===== src/rtl/vc_trace_pkg.sv =====
// vc_trace_pkg
//   Types and helpers shared by the vcache trace monitors (vc_fwd_trace,
//   vc_rev_trace). Coordinates are zero-extended to cord_width_max_lp bits
//   so one entry layout serves every link configuration.
package vc_trace_pkg;

    localparam int cord_width_max_lp = 16;

    typedef struct packed {
        logic [31:0]                  ctr;
        logic [cord_width_max_lp-1:0] src_x;
        logic [cord_width_max_lp-1:0] src_y;
        logic [cord_width_max_lp-1:0] x_cord;
        logic [cord_width_max_lp-1:0] y_cord;
        logic                         in_window;
    } vc_trace_entry_s;

    localparam int vc_trace_entry_width_lp = $bits(vc_trace_entry_s);

    // True when (x,y) lies in [nx,2*nx) x [ny,2*ny). The comparison is done
    // one bit wider so that 2*n cannot wrap.
    function automatic logic in_tile_window(
        input logic [cord_width_max_lp-1:0] x,
        input logic [cord_width_max_lp-1:0] y,
        input logic [cord_width_max_lp-1:0] nx,
        input logic [cord_width_max_lp-1:0] ny
    );
        return ({1'b0, x} >= {1'b0, nx}) && ({1'b0, x} < {nx, 1'b0})
            && ({1'b0, y} >= {1'b0, ny}) && ({1'b0, y} < {ny, 1'b0});
    endfunction

endpackage


===== src/rtl/bsg_fifo_1r1w_small.sv =====
// bsg_fifo_1r1w_small
//   Small in-order FIFO with one write and one read port.
//   clk_i, reset_i : clock, synchronous active-high reset (clears pointers)
//   v_i, data_i    : write request; caller only asserts v_i when ready_o
//   ready_o        : space available, or the head is being popped this cycle
//   v_o, data_o    : head entry valid / head entry (combinational read)
//   yumi_i         : pop the head; caller only asserts it when v_o
module bsg_fifo_1r1w_small #(
    parameter int els_p   = 16,
    parameter int width_p = 8
) (
    input  logic               clk_i,
    input  logic               reset_i,
    input  logic               v_i,
    input  logic [width_p-1:0] data_i,
    output logic               ready_o,
    output logic               v_o,
    output logic [width_p-1:0] data_o,
    input  logic               yumi_i
);

    localparam int ptr_width_lp = $clog2(els_p);

    // Pointers carry one extra wrap bit so full and empty are distinguishable.
    logic [ptr_width_lp:0] wptr_q, wptr_d;
    logic [ptr_width_lp:0] rptr_q, rptr_d;
    logic [width_p-1:0]    mem_q [els_p];

    logic empty, full;

    assign empty   = (wptr_q == rptr_q);
    assign full    = (wptr_q[ptr_width_lp-1:0] == rptr_q[ptr_width_lp-1:0])
                  && (wptr_q[ptr_width_lp] != rptr_q[ptr_width_lp]);
    // A write into a full queue is fine when the head leaves in the same cycle:
    // the head slot is read before the edge and overwritten at it.
    assign ready_o = ~full | yumi_i;
    assign v_o     = ~empty;
    // Head must be visible in the pop cycle, so the read is asynchronous.
    assign data_o  = mem_q[rptr_q[ptr_width_lp-1:0]];

    assign wptr_d = wptr_q + (ptr_width_lp+1)'(v_i);
    assign rptr_d = rptr_q + (ptr_width_lp+1)'(yumi_i);

    always_ff @(posedge clk_i) begin
        if (reset_i) begin
            wptr_q <= '0;
            rptr_q <= '0;
        end else begin
            wptr_q <= wptr_d;
            rptr_q <= rptr_d;
        end
    end

    always_ff @(posedge clk_i) begin
        if (v_i && !reset_i) begin
            mem_q[wptr_q[ptr_width_lp-1:0]] <= data_i;
        end
    end

endmodule


===== src/rtl/vc_fwd_trace.sv =====
// vc_fwd_trace
//   Forward-side latency monitor for a manycore-link-to-vcache adapter.
//   Each accepted request is timestamped and queued in order; each return
//   handshake pops the oldest entry and reports its round-trip latency.
//   Inputs : clk_i, reset_i, packet_li/_v_li/_yumi_li (request side),
//            return_packet_li/_v_li/_ready_lo (return side), global_ctr_i
//   Outputs: outstanding_o, max_latency_o, sticky overflow_o / underflow_o /
//            mismatch_o (all registered)
//   Trace  : trace_v_o pulses combinationally in the pop cycle of an
//            in-window entry; trace_*_o carry the dpi_vc_fwd_trace arguments
//            so the bind wrapper can issue the call at that same posedge.
//   Packet layout (LSB first): x_cord, y_cord, src_x, src_y, data, addr.
//   Return layout (LSB first): x_cord, y_cord, data.
module vc_fwd_trace
    import vc_trace_pkg::*;
#(
    parameter int link_addr_width_p = 28,
    parameter int data_width_p      = 32,
    parameter int x_cord_width_p    = 7,
    parameter int y_cord_width_p    = 7,
    parameter int num_tiles_x_p     = 4,
    parameter int num_tiles_y_p     = 8,
    parameter int els_p             = 16,
    localparam int packet_width_lp  = link_addr_width_p + data_width_p
                                    + 2*(x_cord_width_p + y_cord_width_p),
    localparam int return_width_lp  = data_width_p + x_cord_width_p + y_cord_width_p,
    localparam int count_width_lp   = $clog2(els_p+1)
) (
    input  logic                       clk_i,
    input  logic                       reset_i,
    input  logic [packet_width_lp-1:0] packet_li,
    input  logic                       packet_v_li,
    input  logic                       packet_yumi_li,
    input  logic [return_width_lp-1:0] return_packet_li,
    input  logic                       return_packet_v_li,
    input  logic                       return_packet_ready_lo,
    input  logic [31:0]                global_ctr_i,
    output logic [count_width_lp-1:0]  outstanding_o,
    output logic [31:0]                max_latency_o,
    output logic                       overflow_o,
    output logic                       underflow_o,
    output logic                       mismatch_o,
    output logic                       trace_v_o,
    output logic [31:0]                trace_ctr_o,
    output logic [x_cord_width_p-1:0]  trace_src_x_o,
    output logic [y_cord_width_p-1:0]  trace_src_y_o,
    output logic [x_cord_width_p-1:0]  trace_x_cord_o,
    output logic [y_cord_width_p-1:0]  trace_y_cord_o,
    output logic [31:0]                trace_latency_o
);

    localparam int xw = x_cord_width_p;
    localparam int yw = y_cord_width_p;

    // Packet casts
    logic [xw-1:0] req_x, req_src_x, ret_x;
    logic [yw-1:0] req_y, req_src_y, ret_y;

    assign req_x     = packet_li[0 +: xw];
    assign req_y     = packet_li[xw +: yw];
    assign req_src_x = packet_li[xw+yw +: xw];
    assign req_src_y = packet_li[2*xw+yw +: yw];
    assign ret_x     = return_packet_li[0 +: xw];
    assign ret_y     = return_packet_li[xw +: yw];

    vc_trace_entry_s wr_entry, rd_entry;
    logic [vc_trace_entry_width_lp-1:0] rd_entry_raw;
    logic fifo_ready, fifo_v;

    always_comb begin
        wr_entry.ctr       = global_ctr_i;
        wr_entry.src_x     = cord_width_max_lp'(req_src_x);
        wr_entry.src_y     = cord_width_max_lp'(req_src_y);
        wr_entry.x_cord    = cord_width_max_lp'(req_x);
        wr_entry.y_cord    = cord_width_max_lp'(req_y);
        wr_entry.in_window = in_tile_window(cord_width_max_lp'(req_src_x),
                                            cord_width_max_lp'(req_src_y),
                                            cord_width_max_lp'(num_tiles_x_p),
                                            cord_width_max_lp'(num_tiles_y_p));
    end

    assign rd_entry = vc_trace_entry_s'(rd_entry_raw);

    logic enq_hs, deq_hs, enq_fire, deq_fire;
    logic [31:0] latency;

    assign enq_hs   = packet_v_li & packet_yumi_li;
    assign deq_hs   = return_packet_v_li & return_packet_ready_lo;
    // fifo_v is registered state, so a same-cycle enqueue into an empty
    // queue never satisfies a return.
    assign deq_fire = deq_hs & fifo_v & ~reset_i;
    assign enq_fire = enq_hs & fifo_ready & ~reset_i;
    // Modulo-2^32 difference gives the right answer across counter wrap.
    assign latency  = global_ctr_i - rd_entry.ctr;

    bsg_fifo_1r1w_small #(
        .els_p   (els_p),
        .width_p (vc_trace_entry_width_lp)
    ) queue (
        .clk_i   (clk_i),
        .reset_i (reset_i),
        .v_i     (enq_fire),
        .data_i  (wr_entry),
        .ready_o (fifo_ready),
        .v_o     (fifo_v),
        .data_o  (rd_entry_raw),
        .yumi_i  (deq_fire)
    );

    assign trace_v_o       = deq_fire & rd_entry.in_window;
    assign trace_ctr_o     = global_ctr_i;
    assign trace_src_x_o   = xw'(rd_entry.src_x);
    assign trace_src_y_o   = yw'(rd_entry.src_y);
    assign trace_x_cord_o  = xw'(rd_entry.x_cord);
    assign trace_y_cord_o  = yw'(rd_entry.y_cord);
    assign trace_latency_o = latency;

    logic [count_width_lp-1:0] outstanding_q;
    logic [31:0]               max_latency_q;
    logic                      overflow_q, underflow_q, mismatch_q;

    always_ff @(posedge clk_i) begin
        if (reset_i) begin
            outstanding_q <= '0;
            max_latency_q <= '0;
            overflow_q    <= 1'b0;
            underflow_q   <= 1'b0;
            mismatch_q    <= 1'b0;
        end else begin
            if (enq_fire && !deq_fire) begin
                outstanding_q <= outstanding_q + count_width_lp'(1);
            end else if (deq_fire && !enq_fire) begin
                outstanding_q <= outstanding_q - count_width_lp'(1);
            end
            if (enq_hs && !fifo_ready) begin
                overflow_q <= 1'b1;
            end
            if (deq_hs && !fifo_v) begin
                underflow_q <= 1'b1;
            end
            if (deq_fire && ((cord_width_max_lp'(ret_x) != rd_entry.src_x)
                          || (cord_width_max_lp'(ret_y) != rd_entry.src_y))) begin
                mismatch_q <= 1'b1;
            end
            if (trace_v_o && (latency > max_latency_q)) begin
                max_latency_q <= latency;
            end
        end
    end

    assign outstanding_o = outstanding_q;
    assign max_latency_o = max_latency_q;
    assign overflow_o    = overflow_q;
    assign underflow_o   = underflow_q;
    assign mismatch_o    = mismatch_q;

endmodule


===== config.mk =====
export PLATFORM = sky130hd
export DESIGN_NAME = vc_fwd_trace
export DESIGN_NICKNAME = d
export VERILOG_FILES = /design/src/rtl/vc_trace_pkg.sv /design/src/rtl/bsg_fifo_1r1w_small.sv /design/src/rtl/vc_fwd_trace.sv
export SDC_FILE = /design/constraint.sdc
export NUM_CORES = 1
export LEC_CHECK = 0
export BUFFER_PORTS_ARGS = -buffer_cell sky130_fd_sc_hd__buf_4
export CORE_MARGIN = 4
export CORE_UTILIZATION = 60
export DETAILED_ROUTE_END_ITERATION = 10
export PLACE_DENSITY = 0.85
export SLEW_MARGIN = 0
export SYNTH_ARGS = -nofsm -noshare
export SYNTH_HDL_FRONTEND = slang
export SYNTH_SLANG_ARGS = --single-unit
export TNS_END_PERCENT = 1

===== constraint.sdc =====
create_clock -name clk_i -period 8.75 [get_ports clk_i]
set_input_delay 2.1875 -clock clk_i [delete_from_list [all_inputs] [get_ports clk_i]]
set_output_delay 2.1875 -clock clk_i [all_outputs]
set_load 0.02 [all_outputs]

After elaboration in Yosys (flattened, before gate mapping):

Memory sizes are Yosys's and may differ from the RTL's. A register that Yosys moved wholly into a read port is not among the register bits.
Cells that the tools add are included.

* bitwise operators: 11
* reductions and logical operators: 17
* add/sub/neg operators: 5
* equal/unequal tests: 5
* $lt $le $gt $ge: 5
* muxes and demuxes: 5

Operator list (number)
* $gt A32 B32 Y1: 1
* $ne A7 B16 Y1: 2
* $sub A32 B32 Y32: 1
* $logic_and A1 B1 Y1: 11
* $add A5 B1 Y5: 2
* $mux W5: 2
* $and A1 B1 Y1: 7
* $ge A7 B3 Y1 const B: 1
* $ge A7 B4 Y1 const B: 1
* $lt A7 B4 Y1 const B: 1
* $lt A7 B5 Y1 const B: 1
* $add A5 B1 Y5 const B: 1
* $eq A5 B5 Y1: 1
* $sub A5 B1 Y5 const B: 1
* $eq A4 B4 Y1: 1
* $logic_not A1 Y1: 4
* $mux W4: 1
* $not A1 Y1: 3
* $mux W1: 2
* $reduce_bool A2 Y1: 1
* $logic_or A1 B1 Y1: 1
* $ne A1 B1 Y1: 1
* $or A1 B1 Y1: 1

* memories: 1
* word-level logic and storage cells: 56
* register bits after elaboration: 50
* bits in writable memories: 976

Memory list
* queue.mem_q: depth 16, width 61, read ports 1, clocked after memory_dff 1, wr ports 1, line bsg_fifo_1r1w_small.sv:27 `logic [width_p-1:0] mem_q [els_p];`

Logic depth before layout (Yosys ltp):

* depth after elaboration: 11
* gate-level depth with buffers: 31

Modules after synthesis:

Synthesis repeated with hierarchy kept, for this count alone.

* cells, all modules: 3278
* area, all modules: 64310.4 um^2

Modules (own cells, without submodules)
* bsg_fifo_1r1w_small: cells an instance 2652, times used 1, area each 59572.1 um^2, seq. area each 46804.9 um^2
* vc_fwd_trace: cells an instance 626, times used 1, area each 4738.3 um^2, seq. area each 800.8 um^2

Worst setup path after synthesis:

Ideal clock, no wire load.

* path kind: input port to flip-flop
* start: input port return_packet_v_li
* end: memory queue.mem_q[0][0] (netlist bit), enable pin
* path slack: 0.871 ns
* arrival time: 7.324 ns
* stages: 6
* path buffers: 0
* setup time: 0.555 ns
* cell sequence: nand2_1 nor2_1 nor3b_1 or3_1 or3_1 nor3_1

* longest elaborated chain between the ends: 9

Ends and longest elaborated chain
* from (decl): line vc_fwd_trace.sv:35 `input logic return_packet_v_li,`
* $and A1 B1 Y1: line vc_fwd_trace.sv:88 `assign deq_hs = return_packet_v_li & return_packet_ready_lo;`
* $and A1 B1 Y1 (2 in a row): line vc_fwd_trace.sv:91 `assign deq_fire = deq_hs & fifo_v & ~reset_i;`
* $or A1 B1 Y1: line bsg_fifo_1r1w_small.sv:36 `assign ready_o = ~full | yumi_i;`
* $and A1 B1 Y1 (2 in a row): line vc_fwd_trace.sv:92 `assign enq_fire = enq_hs & fifo_ready & ~reset_i;`
* $logic_and A1 B1 Y1: line bsg_fifo_1r1w_small.sv:55 `if (v_i && !reset_i) begin`
* $mux W1: line bsg_fifo_1r1w_small.sv:55
* $mux W1 (not written as such): line bsg_fifo_1r1w_small.sv:56 `mem_q[wptr_q[ptr_width_lp-1:0]] <= data_i;`
* to (decl): line bsg_fifo_1r1w_small.sv:27

No other way between the ends.

==> impl_summary.log <==
[metrics] worst-case register-to-register setup slack: 1.34 ns
[metrics] cell-by-cell trace of the critical path: buf_4 > mux4_2 > mux4_2 > inv_1 > ha_1 > a21o_1 > nand3_1 > a21oi_1 > a211oi_1 > a21oi_1 > o21ai_1 > or3b_1 > xor2_1 > buf_4
[metrics] area added between synthesis and finish: 14.71%
[metrics] Die Area: 73660 µm²
[metrics] area of the mapped netlist: roughly 42000 µm²
[metrics] status: completed
[metrics] sequential cell area fraction in the yosys report: between 70% and 80%
[metrics] post-place setup slack: 1.163 ns
[metrics] smallest hold slack: about 0.49 ns
[metrics] number of I/O port buffers: approximately 210
[metrics] sort of element at the end of the critical path: output port
[metrics] initial antenna violation count: 5
[metrics] aggregate global routing overflow: 0
[metrics] Worst Clk Skew: 0.02291 ns
[metrics] max_cap viols: 0
[metrics] unrepaired setup endpoints after global routing: no
[metrics] leakage power of the design: roughly 0.015 µW
[metrics] M1 wire length: 36760 µm
[metrics] Worst Path Required: about 6.6 ns
[metrics] number of buffers created by CTS: between 90 and 100
[metrics] clock insertion delay at the later pin of the skew report: approximately 0.66 ns
[metrics] final cell area excluding filler cells: 47750 µm²
[metrics] clock root buffer master: clkbuf_16
[metrics] number of cell rows: 96
[metrics] share of async-settable or async-resettable flops after synthesis: 0%
[metrics] arrival time worst endpoint: ~5.8 ns
[metrics] clock tree from TritonCTS: built
[metrics] final count of pins violating max slew: 0
[metrics] final total negative setup slack: 0 ns
[metrics] total number of yosys warnings: 0
[metrics] launching point of the worst reg2reg path: queue.rptr_q[0]$_SDFF_PP0_
[metrics] Met2 Routed Length: 53690 µm
[metrics] capture point of the worst reg-to-reg path: max_latency_o[11]$_SDFFE_PP0P_
[metrics] CP Max Fanout: 33
[metrics] Worst setup SP type: register
[metrics] die boundary width: ~270 µm
[metrics] share of the cycle needed by the critical path after routing: between 90% and 100%
[metrics] vias: roughly 22000
[metrics] family of cells with the greatest summed delay on the critical path: compound AO/OA/AOI/OAI gates
[metrics] highest cell delay on the worst timing path: approximately 0.81 ns
[metrics] type of the setup path with the least slack: reg -> out
[metrics] slowest cell on the critical path: dfxtp_4
[metrics] Most used DFF post-synth: edfxtp_1
[metrics] Resize count post-CTS: 0
[metrics] Max Freq: between 100 and 150 MHz
[metrics] router iterations before antenna repair: 8
[metrics] chip height: between 200 and 300 µm
[metrics] CTS sink cnt: slightly above 1000
[metrics] synthesized instance count: 2044
[metrics] count of cells along the worst register-to-register path: 23
[metrics] sequential cell area in the final layout: between 30000 and 40000 µm²
[metrics] DRT Wirelength: about 110000 µm
[metrics] number of buffers added for setup after CTS: 0
[metrics] count of flip-flops with a built-in enable after synthesis: approximately 1000
[metrics] Worst slew margin: 16.87%
[metrics] distinct cell type count after synthesis: 61
[metrics] Post-route DRC: 0
[metrics] final worst setup slack: between 0.7 and 0.8 ns
[metrics] commonest non-fill, non-tap cell in the layout: edfxtp_1
[metrics] fraction of layout cells with a size suffix above 1: approximately 31%
[metrics] share of the core filled with cells in the final layout: between 60% and 70%
[metrics] number of register bits inferred by synthesis: 1026
[metrics] remaining antenna violation count: 0
[metrics] Detail Placement HPWL: 55260 µm
[metrics] most used cells in the layout excluding fill and tap cells: edfxtp_1 (976), mux4_2 (305), buf_4 (251)
[metrics] clock tree buffer depth: 3
[metrics] buffers plus inverters on the worst setup path: 3
[metrics] final routed wire length divided by cell count: between 30 and 40 µm
[metrics] CTS H-tree depth: 3
[metrics] floorplan core area: about 69000 µm²
[metrics] worst hold path class: reg -> reg
[metrics] vias per std cell: slightly below 7
[metrics] number of top-level pins: between 300 and 400
[metrics] Worst Hold Launch: overflow_o$_SDFFE_PP0P_
[metrics] post-detailed-placement cell area: ~44000 µm²
[metrics] IR Drop Worst-Case VDD: between 0.0002 and 0.00025 V
[metrics] slew at the pin with the worst max-slew slack: between 1 and 1.5 ns
[metrics] endpoints failing setup: 0
[metrics] Hold Fails Final Rpt: 0
[metrics] ratio of total power to cell area: between 200 and 250 nW/µm²
[metrics] final net count: about 2500
[metrics] synthesized net count: around 2300
[metrics] effective utilization at floorplan: between 60% and 70%
[metrics] pin count of the biggest net entering global routing: 58
[metrics] clock-pin slew of the registers on the worst-case setup and hold paths: about 0.060 ns
[metrics] CTS Hold Buffers Added: 0
[metrics] post-layout min period: approximately 8 ns
[metrics] syn_area_per_cell: a little over 20 µm²
[metrics] routability cong.: 0.9090
[metrics] global-route usage over all layers: 29.02%
[metrics] number of global-route vias before repair: 23290
[metrics] multi-input logic area: between 10000 and 15000 µm²
[metrics] routed length on met3: approximately 11000 µm
[metrics] first-pass GRT wire length: approximately 160000 µm
[metrics] count of filler cells inserted in the layout: 3937
[metrics] hold depth: 2
[metrics] endpoint of the worst hold-timing path: overflow_o$_SDFFE_PP0P_
[metrics] drt first-iter violations: ~3200
[metrics] highest routed layer: met4
[worst max-delay path by stage]
| stage | start | slack, ns | cells past startpoint | end |
|---|---|---|---|---|
| floorplan | return_packet_v_li | 0.87 | 6 | queue.mem_q[0][0]$_DFFE_PP_ |
| global placement | global_ctr_i[0] | 1.23 | 14 | trace_latency_o[30] |
| detailed placement | global_ctr_i[0] | 1.16 | 20 | max_latency_o[25]$_SDFFE_PP0P_ |
| CTS | queue.rptr_q[0]$_SDFF_PP0_ | 0.79 | 15 | trace_latency_o[30] |
| global route | queue.rptr_q[0]$_SDFF_PP0_ | 0.42 | 14 | trace_latency_o[29] |
| finish | queue.rptr_q[0]$_SDFF_PP0_ | 0.79 | 14 | trace_latency_o[29] |
[per-layer routing]
layer  up-vias  track usage, %
met5         -               0
met4         0           10.89
met3       281           5.409
met2      1677           48.45
met1     11460           38.91
li1       8799               -
[layout make-up]
| type | count | share of cell area, % |
|---|---|---|
| clock inverters | 64 | 1.798 |
| repair buffers | 260 | 4.323 |
| flip-flops and latches | 1026 | 63.50 |
| multi-input cells | 817 | 21.92 |
| diodes | 3 | 0.01572 |
| well taps | 931 | 2.439 |
| clock buffers | 119 | 5.390 |
| inverters | 78 | 0.6131 |
[synth_stat cells, types with 2 or more instances]
library cell,count,share of area [%]
nand2b_1,6,0.090
edfxtp_1,976,70
nor4_1,3,0.045
xor2_1,18,0.38
a21oi_1,71,0.85
a21o_1,14,0.25
mux2_1,3,0.081
dfxtp_1,50,2.4
nor4b_1,2,0.042
nand2_1,32,0.29
or3_1,3,0.045
o21ai_1,10,0.12
clkbuf_1,38,0.34
buf_4,39,0.70
nor2b_1,11,0.17
buf_6,4,0.11
and2_1,2,0.030
o21a_1,6,0.11
a2111oi_0,2,0.042
mux4_2,305,17
o21ai_0,16,0.19
o21bai_1,6,0.11
nand3_1,16,0.19
o311ai_1,2,0.042
inv_1,77,0.69
ha_1,71,2.1
nand4_1,16,0.24
fa_1,2,0.096
nor2_1,104,0.94
a211oi_1,6,0.11
o31ai_1,4,0.072
a31oi_1,5,0.075
mux2i_1,2,0.048
o2111ai_1,3,0.063
xnor2_1,40,0.84
nand3b_1,2,0.036
nor3_1,11,0.13
and3_1,3,0.045
o211ai_1,2,0.036
buf_1,8,0.072
buf_2,33,0.40
[report_power, final]
part	switching, µW	leakage [µW]	internal, µW	total, µW
Combinational	351	0.00456	212	563
Sequential	10.2	0.00918	5380	5390
Clock	1830	0.00166	2690	4520
[stage by stage]
| step | power (µW) | instances |
|---|---|---|
| after floorplan | 5807 | 2044 |
| after global placement | 6016 | 3112 |
| after detailed placement | 6042 | 3112 |
| after CTS | 10510 | 3295 |
| after global routing | 10780 | 3297 |
| final | 10480 | 3298 |
[cells by family after synthesis]
family	count (synthesis)	share of synthesized area, %
flip-flops	1026	72.81
multiplexers	311	16.66
AND/OR/NAND/NOR	217	2.399
buffers and inverters	201	2.363
AO/OA/AOI/OAI	158	2.318
adder cells (fa/ha/maj)	73	2.230
XOR/XNOR	58	1.220
[registers in the layout, indices dropped and copies added (netlist names)]
signal	count
max_latency_o	32
queue.mem_q	976
outstanding_o	5
queue.wptr_q	5
mismatch_o	1
underflow_o	1
queue.rptr_q	5
overflow_o	1
[worst register-to-register path, stage by stage, from the launching register on]
cell	delay [ns]
dfxtp_4	0.81
buf_4	0.64
mux4_2	0.63
mux4_2	0.49
inv_1	0.08
ha_1	0.30
a21o_1	0.25
nand3_1	0.09
a21oi_1	0.08
a211oi_1	0.46
a21oi_1	0.16
nor2_1	0.32
a31oi_1	0.17
xnor2_1	0.23
inv_1	0.12
ha_1	0.33
nand4_1	0.13
nor4_1	0.45
o21ai_0	0.26
a31oi_4	0.59
buf_4	0.38
nor2_1	0.08
a21oi_1	0.14
nor2_1	0.06
Power figures use the tool's default switching activity.
